[config.mk]
export PLATFORM = sky130hd
export DESIGN_NAME = stg_ia
export DESIGN_NICKNAME = d
export VERILOG_FILES = /design/src/rtl/stg_ia.sv
export SDC_FILE = /design/constraint.sdc
export NUM_CORES = 1
export LEC_CHECK = 0
export CORE_UTILIZATION = 35
export CTS_BUF_LIST = sky130_fd_sc_hd__clkbuf_8 sky130_fd_sc_hd__clkbuf_16
export CTS_CLUSTER_DIAMETER = 80
export DETAILED_ROUTE_END_ITERATION = 8
export GPL_ROUTABILITY_DRIVEN = 0
export GPL_TIMING_DRIVEN = 0
export PLACE_DENSITY = 0.9
export SYNTH_ARGS = -nofsm -noshare
export SYNTH_HDL_FRONTEND = slang
export SYNTH_SLANG_ARGS = --single-unit
[constraint.sdc]
create_clock -name iw_clk -period 2.1 [get_ports iw_clk]
set_input_delay 0.42 -clock iw_clk [delete_from_list [all_inputs] [get_ports iw_clk]]
set_output_delay 0.42 -clock iw_clk [all_outputs]
set_load 0.02 [all_outputs]
[src/rtl/stg_ia.sv]
// Instruction-address stage: owns the PC and feeds IF a PC plus a valid flag each cycle.
// Defining STG_IA_BTB_EN adds a direct-mapped branch target buffer for next-PC prediction.
`ifndef SIZE_ADDR
`define SIZE_ADDR 32
`endif

module stg_ia #(
  parameter logic [`SIZE_ADDR-1:0] RESET_PC    = '0,
  parameter int                    BTB_ENTRIES = 4
) (
  input  logic                  iw_clk,
  input  logic                  iw_rst,
  input  logic                  iw_stall,
  input  logic                  iw_redirect,
  input  logic [`SIZE_ADDR-1:0] iw_redirect_pc,
  input  logic                  iw_halt,
  input  logic                  iw_btb_we,
  input  logic                  iw_btb_inval,
  input  logic [`SIZE_ADDR-1:0] iw_btb_pc,
  input  logic [`SIZE_ADDR-1:0] iw_btb_target,
  output logic [`SIZE_ADDR-1:0] ow_mem_addr,
  output logic [`SIZE_ADDR-1:0] ow_pc,
  output logic                  ow_ia_valid,
  output logic                  ow_pred_taken,
  output logic [`SIZE_ADDR-1:0] ow_pred_target
);
  localparam int AW = `SIZE_ADDR;

  typedef enum logic [1:0] {
    S_RESET = 2'd0,
    S_RUN   = 2'd1,
    S_HALT  = 2'd2
  } state_t;

  state_t          state_q, state_d;
  logic [AW-1:0]   pc_q, pc_d;
  logic            valid_q, valid_d;
  logic            pred_hit;
  logic [AW-1:0]   pred_tgt;

`ifdef STG_IA_BTB_EN
  localparam int IW = $clog2(BTB_ENTRIES);
  localparam int TW = AW - IW;

  logic [BTB_ENTRIES-1:0] btb_valid_q, btb_valid_d;
  logic [TW-1:0]          btb_tag_q [BTB_ENTRIES];
  logic [AW-1:0]          btb_tgt_q [BTB_ENTRIES];
  logic [IW-1:0]          rd_idx, wr_idx;
  logic [TW-1:0]          rd_tag, wr_tag;

  assign rd_idx = pc_q[IW-1:0];
  assign rd_tag = pc_q[AW-1:IW];
  assign wr_idx = iw_btb_pc[IW-1:0];
  assign wr_tag = iw_btb_pc[AW-1:IW];

  assign pred_hit = btb_valid_q[rd_idx] && (btb_tag_q[rd_idx] == rd_tag);
  assign pred_tgt = pred_hit ? btb_tgt_q[rd_idx] : '0;

  // A write overrides a same-cycle invalidate; invalidate only drops a matching tag.
  always_comb begin
    btb_valid_d = btb_valid_q;
    if (iw_btb_we)
      btb_valid_d[wr_idx] = 1'b1;
    else if (iw_btb_inval && (btb_tag_q[wr_idx] == wr_tag))
      btb_valid_d[wr_idx] = 1'b0;
  end

  always_ff @(posedge iw_clk) begin
    if (iw_rst) btb_valid_q <= '0;
    else        btb_valid_q <= btb_valid_d;
  end

  genvar gi;
  generate
    for (gi = 0; gi < BTB_ENTRIES; gi++) begin : g_btb
      always_ff @(posedge iw_clk) begin
        if (!iw_rst && iw_btb_we && (wr_idx == IW'(gi))) begin
          btb_tag_q[gi] <= wr_tag;
          btb_tgt_q[gi] <= iw_btb_target;
        end
      end
    end
  endgenerate
`else
  localparam int unused_btb_entries = BTB_ENTRIES;
  logic unused_btb_in;
  assign unused_btb_in = ^{iw_btb_we, iw_btb_inval, iw_btb_pc, iw_btb_target};
  assign pred_hit = 1'b0;
  assign pred_tgt = '0;
`endif

  always_comb begin
    state_d = state_q;
    pc_d    = pc_q;
    valid_d = valid_q;
    case (state_q)
      S_RESET: begin
        state_d = S_RUN;
        pc_d    = RESET_PC;
        valid_d = 1'b1;
      end
      S_RUN: begin
        if (iw_redirect) begin
          pc_d    = iw_redirect_pc;
          valid_d = 1'b1;
        end else if (iw_halt) begin
          state_d = S_HALT;
          valid_d = 1'b0;
        end else if (iw_stall) begin
          pc_d = pc_q;
        end else if (pred_hit) begin
          pc_d = pred_tgt;
        end else begin
          pc_d = pc_q + 1'b1;
        end
      end
      S_HALT: begin
        if (iw_redirect) begin
          state_d = S_RUN;
          pc_d    = iw_redirect_pc;
          valid_d = 1'b1;
        end
      end
      default: begin
        state_d = S_RESET;
        pc_d    = RESET_PC;
        valid_d = 1'b0;
      end
    endcase
  end

  always_ff @(posedge iw_clk) begin
    if (iw_rst) begin
      state_q <= S_RESET;
      pc_q    <= RESET_PC;
      valid_q <= 1'b0;
    end else begin
      state_q <= state_d;
      pc_q    <= pc_d;
      valid_q <= valid_d;
    end
  end

  assign ow_pc          = pc_q;
  assign ow_mem_addr    = pc_q;
  assign ow_ia_valid    = valid_q;
  assign ow_pred_taken  = pred_hit;
  assign ow_pred_target = pred_tgt;
endmodule

* Word level (Yosys, flattened, before mapping)
Index checks and enable logic that the tools add are counted.
Storage, ports and cells: output and inout bits 98, word-level logic and storage cells 29, register bits 35
Cells by class: reductions and logical operators 4, eq/ne operators 8, add/subtract/negate cells 1, muxes and demuxes 13
Operators by type and width (number):
- $mux 32 | 4
- $pmux 32 s2 | 1
- $add 32x1->32 const B | 1
- $ne 3x3->1 const B | 3
- $mux 2 | 3
- $ne 2x2->1 const B | 3
- $pmux 2 s3 | 1
- $reduce_and 3->1 | 2
- $mux 1 | 3
- $pmux 1 s3 | 1
- $eq 2x1->1 const B | 1
- $eq 2x2->1 const B | 1
- $logic_not 2->1 | 1
- $reduce_and 2->1 | 1

* Longest topological paths before layout
Gate-level depths: netlist of run 1.
depth after elaboration 5, depth in mapped cells 9, depth with buffers taken out 7

* Worst setup path before layout of run 1
OpenSTA, ideal clock, no wires.
path kind reg-to-reg, from register state_q[0], to register pc_q[7], in the netlist ow_mem_addr[7], arrival 1720 ps, clock period less this slack 1848 ps, setup time 128 ps, buffers on the path 2, cell stages (with the launch flop) 10, slack 252 ps, path through dfxtp_1 inv_1 ha_1 buf_2 nor2b_1 a21oi_1 buf_2 o21ai_0 a32oi_1 nor2_1
On the way: word-level cells in the longest chain between the ends 3, elaborated cells between the ends (all ways) 7
Ends and longest elaborated chain:
- start: declaration | line 35 | state_t state_q, state_d;
- start signal: assignment | line 138 | state_q <= state_d;
- $eq 2x1->1 or $eq 2x2->1 (tied branches) | line 96 | case (state_q)
- $ne 3x3->1 (no line) or $ne 2x2->1 (tied branches)
- $reduce_and 3->1 (no line)
- end signal: assignment | line 139 | pc_q <= pc_d;
- end: declaration | line 36 | logic [AW-1:0] pc_q, pc_d;
Several ways; a longest one is shown, not always the timed one. A chain may end at the register's enable or synchronous reset.

* Final worst setup path of run 1
from input port iw_redirect, to register pc_q[5], in the netlist ow_mem_addr[5]
On the way: word-level cells in the longest chain between the ends 2, elaborated cells between the ends (all ways) 6
Ends and longest elaborated chain:
- start: declaration | line 14 | input logic iw_redirect,
- $ne 3x3->1 (no line) (tied with other cells)
- $reduce_and 3->1 (no line) or $pmux 32 s2 (tied branches)
Several ways; a longest one is shown, not always the timed one.

==> results of run 1 <==
## logic make-up after synthesis
family	Yosys count
muxes	4
other	1
adders and majority gates	6
AOI/OAI and AO/OA	82
DFF	35
xor gates and xnor gates	9
buffers and inverters	86
and+or+nand+nor	137
## cell type report
class	count	area, um^2	area share
multi-input cells	271	1725	0.4049
plain buffers	79	560.5	0.1315
clock buffers	5	68.82	0.01615
repair buffers	104	1036	0.2431
clock inverters	3	15.01	0.003523
well taps	102	127.6	0.02995
flip-flops and latches	35	701.9	0.1647
inverters	7	26.28	0.006166
## cells in the final DEF (no fill, tap or decap), drive strengths merged, types with 2 or more instances in the layout
| master | count |
|---|---|
| nand2b | 4 |
| inv | 7 |
| dfxtp | 35 |
| o311ai | 3 |
| nor3 | 9 |
| xor2 | 7 |
| buf | 73 |
| and3 | 2 |
| a31o | 2 |
| o21ai | 14 |
| nor4 | 7 |
| conb | 33 |
| a22oi | 16 |
| nand2 | 29 |
| a32o | 3 |
| nand4 | 19 |
| clkbuf | 14 |
| mux2i | 3 |
| xnor2 | 2 |
| ha | 6 |
| a22o | 3 |
| nand3 | 22 |
| clkinv | 3 |
| nor2 | 30 |
| clkdlybuf4s50 | 100 |
| a31oi | 5 |
| nor2b | 2 |
| o211ai | 5 |
| or3 | 6 |
| o22ai | 7 |
| a21oi | 17 |
| or2 | 2 |
## where the power goes
| part | internal [mW] | leakage (nW) | switching, mW |
|---|---|---|---|
| clock network | 0.227 | 0.0477 | 0.276 |
| registers | 0.689 | 0.283 | 0.0399 |
| logic | 0.284 | 1.43 | 0.335 |
| total | 1.20 | 1.76 | 0.651 |
## stage by stage
| step | util | hold WS, ps |
|---|---|---|
| global route | 0.5515 | 546.4 |
| global placement | 0.5256 | 479.9 |
| finish | 0.5515 | 500.0 |
| detailed placement | 0.5256 | 480.5 |
| CTS | 0.5381 | 497.7 |
| floorplan | - | 482.6 |
## metal layers
| layer | routed length [um] | vias to the layer above | track usage |
|---|---|---|---|
| li1 | - | 1500 | - |
| met5 | 0 | - | 0 |
| met3 | 857 | 31 | 0.04020 |
| met1 | 3531 | 1488 | 0.2510 |
| met2 | 4518 | 214 | 0.3546 |
| met4 | 251 | 0 | 0.1124 |
## path summary, 6_finish.rpt
path,startpoint,to,depth (start not counted)
worst max-delay path,iw_redirect,ow_mem_addr[5]$_SDFFE_PP0P_,6
worst min-delay path,ow_ia_valid$_SDFFE_PP0P_,ow_ia_valid$_SDFFE_PP0P_,2
worst max register to register,ow_mem_addr[3]$_SDFFE_PP0P_,ow_mem_addr[19]$_SDFFE_PP0P_,5
worst min register to register,ow_ia_valid$_SDFFE_PP0P_,ow_ia_valid$_SDFFE_PP0P_,2
## sequential cells by signal (all words and copies together) (netlist names)
name and count:
state_q 2, ow_ia_valid 1, ow_mem_addr 32
## repair_timing
action	4_1_cts	5_1_grt
resized for setup	7	29
pin swaps	0	2
setup endpoints to repair	29	30
buffers inserted	0	3
## critical path: cells and delay by family
family | cells | cell delay, ps
AO/OA/AOI/OAI | 3 | 590
buffers and inverters | 2 | 870
AND/OR/NAND/NOR | 1 | 390
==> out/qor.txt, run 1 <==
CP arrival: 2270 ps
Final std cell area, no fill: 0.004262 mm^2
First-pass GRT wire length: 14,200 um
CTS Hold Bufs: 0
Most common cell in the netlist: buf_4
Total Nets Final: 612
CTS tree: built
Total Routing Usage GR: 0.2103
Layout Skew: 12.82 ps
Sequential element share of the synthesized area: 0.2500
Antenna Violating Nets Remaining: 0
Synth area leaders: dfxtp_1, buf_4, a22oi_1
Final setup fails: 0
Vias: 3,233
Mean area per synthesized cell: 7.785 um^2
Post-synthesis compound-gate area fraction: 0.1982
Vias in the first global route: 2,930
Starting Density: 0.3627
Share of post-route cells with drive strength above 1: 0.2321
Top cell type's share of synthesized area: 0.2500
Clock edge transition at the registers on the reported setup and hold paths: 70 ps
Chip Height: 91.49 um
Leak: 1.763 nW
Post-Synth Adder-Cell Area: 0.02679
Top_reg_cell synth: dfxtp_1
Inst Count DP: 595
Clk Latency, worst-skew pair: 310 ps
Peak supply drop: 0.2578 mV
Ports: 201
Nature of the critical path startpoint: primary input
Post-synth EDFFs: 0
Die span in x: 91.49 um
Port bufs: 101
Final std cells w/o fill: 606
Post-Place Cell Area: 0.004061 mm^2
Power Total: 1.851 mW
Max Cap Viol: 0
Ys Warns: 0
List of most frequent post-synthesis cells: buf_4, dfxtp_1, nor2_1
Power Density: 434.3 mW/mm^2
Initial antenna violation count: 0
Area Growth Syn to Fin: 52.05%
Slack of the critical path: 50.01 ps
# fillers: 724
Diodes inserted: 0
Setup TNS: 0 ps
Yosys reg bits: 35
Clock root buffer: clkbuf_8
Core region area: 0.007727 mm^2
H-tree depth: 2
Simple-gate share of the synthesized area: 0.2763
Grt total ovfl: 0
Yosys cell types: 50
FFs w/ async S/R, synth: 0
Post-Synthesis Cells: 360
Flop2flop setup slack: 80 ps
Hold Vio Cnt, Final: 0
DP HPWL: 6810 um
CTS Sinks: 35
Die Area: 0.008370 mm^2
Cell Chain, Critical Path: clkdlybuf4s50_1 > nor2b_2 > a21o_1 > clkbuf_2 > o21ai_0 > a21oi_1
First DRT Iteration DRCs: 297
CP required: 2320 ps
Critical path class: primary input to flip-flop
Fin crit share: 0.9762
Status: finished clean
Detailed-route DRC error count: 0
Final min period: 2050 ps
Netlist Area Pre-Place: 0.002803 mm^2
Crit path largest cell delay: 560 ps
Mux contribution to synthesized area: 0.01473
Slew HR: 0.5997
Final slew viol count: 0
Cell taking the most area after synthesis: dfxtp_1
Wirelength per Cell: 15.11 um
Max Freq: 0.4878 GHz
Detailed-route wire length: 9158 um
Via density: 5.335
DR pass1 iterations: 5
Slowest stage cell, crit path: clkdlybuf4s50_1
CTS buffer count: 5
Setup crit end kind: flip-flop
HP Class: flip-flop to flip-flop
Largest family of logic cells by synthesized area: simple AND/OR/NAND/NOR gates
# rows: 32
CP Max Fanout: 10
Least-Margin Pin Slew: 597.3 ps
Clk buf depth: 2
Pin count of the biggest net entering global routing: 12
Setup slack at placement: -441.2 ps
XOR/XNOR Fraction of Synth Area: 0.02812
No activity file was read; power rests on OpenSTA's default activity.
==> run 2, diff against run 1 <==
--- a/config.mk
+++ b/config.mk
@@ -5,13 +5,14 @@
 export SDC_FILE = /design/constraint.sdc
 export NUM_CORES = 1
 export LEC_CHECK = 0
-export CORE_UTILIZATION = 35
+export CORE_MARGIN = 1
+export CORE_UTILIZATION = 38
 export CTS_BUF_LIST = sky130_fd_sc_hd__clkbuf_8 sky130_fd_sc_hd__clkbuf_16
 export CTS_CLUSTER_DIAMETER = 80
 export DETAILED_ROUTE_END_ITERATION = 8
 export GPL_ROUTABILITY_DRIVEN = 0
 export GPL_TIMING_DRIVEN = 0
-export PLACE_DENSITY = 0.9
+export PLACE_DENSITY = 0.95
 export SYNTH_ARGS = -nofsm -noshare
 export SYNTH_HDL_FRONTEND = slang
 export SYNTH_SLANG_ARGS = --single-unit
==> constraint.sdc (replaced) <==
create_clock -name iw_clk -period 2.5 [get_ports iw_clk]
set_input_delay 0.5 -clock iw_clk [delete_from_list [all_inputs] [get_ports iw_clk]]
set_output_delay 0.5 -clock iw_clk [all_outputs]
set_load 0.02 [all_outputs]
==> run 2 against run 1 <==
Against the previous run:
- hold slack worse by 5.1 ps
- global-route usage is 1.8 points higher
- critical endpoint is now ow_mem_addr[31]$_SDFFE_PP0P_
- highest routed layer unchanged
- die area fell by 7.7%
- core utilization up 4.5 points
==> out/qor.txt, run 2 (synthesized netlist as in run 1, its figures left out) <==
Top delay family on crit path: buffers and inverters
Hold Vio Cnt, Final: 0
Vias: 3,277
Cell Chain, Critical Path: clkdlybuf4s50_1 > nor2b_1 > a21o_1 > clkbuf_1 > a22oi_1 > o22ai_1
Share of post-route cells with drive strength above 1: 0.1856
Detailed-route wire length: 8942 um
Core region area: 0.006944 mm^2
Wirelength per Cell: 14.98 um
Crit path largest cell delay: 520 ps
Fin crit share: 0.9538
Max reg flops: 32
Worst Hold Launch: ow_ia_valid$_SDFFE_PP0P_
Vias in the first global route: 2,867
# rows: 30
Hold Slack: 495.0 ps
Clock root buffer: clkbuf_8
First DRT Iteration DRCs: 479
Setup crit end kind: flip-flop
Slowest stage cell, crit path: clkbuf_1
Antenna Violating Nets Remaining: 0
Setup TNS: 0 ps
Least-Margin Pin Slew: 913.2 ps
Area Growth Syn to Fin: 47.81%
Buffers & Inverters on Critical Path: 2
Critical path class: primary input to flip-flop
Peak supply drop: 0.1968 mV
Die span in x: 87.88 um
Worst r2r src: state_q[1]$_SDFFE_PP0P_
Pin count of the biggest net entering global routing: 12
Leading cell type in the layout, fill and taps excluded: clkdlybuf4s50_1
Slew HR: 0.3865
Total Routing Usage GR: 0.2283
Postcts setup bufs: 0
Number of gates resized after CTS: 0
CP required: 2730 ps
CP Max Fanout: 10
Layout Skew: 8.744 ps
CTS Hold Bufs: 0
Max Cap Viol: 0
Nature of the critical path startpoint: primary input
Final slew viol count: 0
Setup slack at placement: -182.3 ps
Reg area: 700.7 um^2
Max Freq: 0.4194 GHz
Die Area: 0.007723 mm^2
Initial antenna violation count: 0
Chip Height: 87.88 um
Grt total ovfl: 0
HP Class: flip-flop to flip-flop
Multi-input combinational cell area: 0.001653 mm^2
Power Density: 366.8 mW/mm^2
Starting Density: 0.4036
Post-Place Cell Area: 0.004054 mm^2
Slack of the critical path: 115.6 ps
H-tree depth: 2
Final setup fails: 0
Port bufs: 101
DR pass1 iterations: 6
Commonest non-fill, non-tap cells in the layout: clkdlybuf4s50_1, buf_4, dfxtp_1, conb_1, nor2_1
# fillers: 629
Final std cell area, no fill: 0.004143 mm^2
Detailed-route DRC error count: 0
RSZ-0062 raised after global routing: false
Via density: 5.489
CTS Sinks: 35
First-pass GRT wire length: 13,580 um
Final Util: 0.5966
Final min period: 2384 ps
Status: finished clean
Clk Latency, worst-skew pair: 300 ps
Total Nets Final: 609
Ports: 201
Clk buf depth: 2
DP HPWL: 6673 um
CTS buffer count: 5
Clock edge transition at the registers on the reported setup and hold paths: 70 ps
Diodes inserted: 0
Setup crit start: iw_redirect
CP arrival: 2610 ps
Leak: 1.704 nW
CTS tree: built
## run 2: changes by cell type in the layout (fill, tap and decap cells not counted), moves of 2 or more
cell,change
clkbuf_1,+7
buf_4,-5
clkbuf_2,-5
nor2_1,+4
nor2_2,-3
clkinv_2,-2
nor2b_1,+2
nor3_1,+2
## run 2: tightest hold or removal path: stages, from the launching register on
cell	delay, ps
dfxtp_1	330
a21oi_1	60
nor2_1	70
## run 2: path summary, 6_finish.rpt
kind | to | slack (ps) | depth (start not counted)
worst max-delay path | ow_mem_addr[31]$_SDFFE_PP0P_ | 120 | 6
worst min-delay path | ow_ia_valid$_SDFFE_PP0P_ | 490 | 2
worst max register to register | ow_mem_addr[31]$_SDFFE_PP0P_ | 180 | 8
worst min register to register | ow_ia_valid$_SDFFE_PP0P_ | 490 | 2
## run 2: routing by layer
metal / routed length (um) / vias to the layer above / part of all wire / global-route usage
met1: 3326 / 1456 / 0.37 / 0.2714
met3: 1054 / 42 / 0.12 / 0.05467
met2: 4260 / 279 / 0.48 / 0.3862
met5: 0 / - / 0 / 0
li1: - / 1500 / - / -
met4: 301 / 0 / 0.034 / 0.1088
## run 2: where the power goes
group	total, mW	internal [mW]	switching (mW)
logic	0.493	0.222	0.271
clock network	0.415	0.191	0.224
registers	0.611	0.578	0.0330
## run 2: final cells by class
| class | count | share of cell area |
|---|---|---|
| flip-flops and latches | 35 | 0.1691 |
| plain buffers | 79 | 0.1320 |
| inverters | 7 | 0.006342 |
| clock buffers | 5 | 0.01661 |
| well taps | 96 | 0.02899 |
| multi-input cells | 271 | 0.3990 |
| repair buffers | 101 | 0.2440 |
| clock inverters | 3 | 0.003926 |
## run 2: metrics by stage
stage | instances | power, mW
after floorplan | 392 | 0.9201
after global placement | 589 | 1.088
after detailed placement | 589 | 1.101
after CTS | 597 | 1.502
after global routing | 597 | 1.585
final | 597 | 1.520
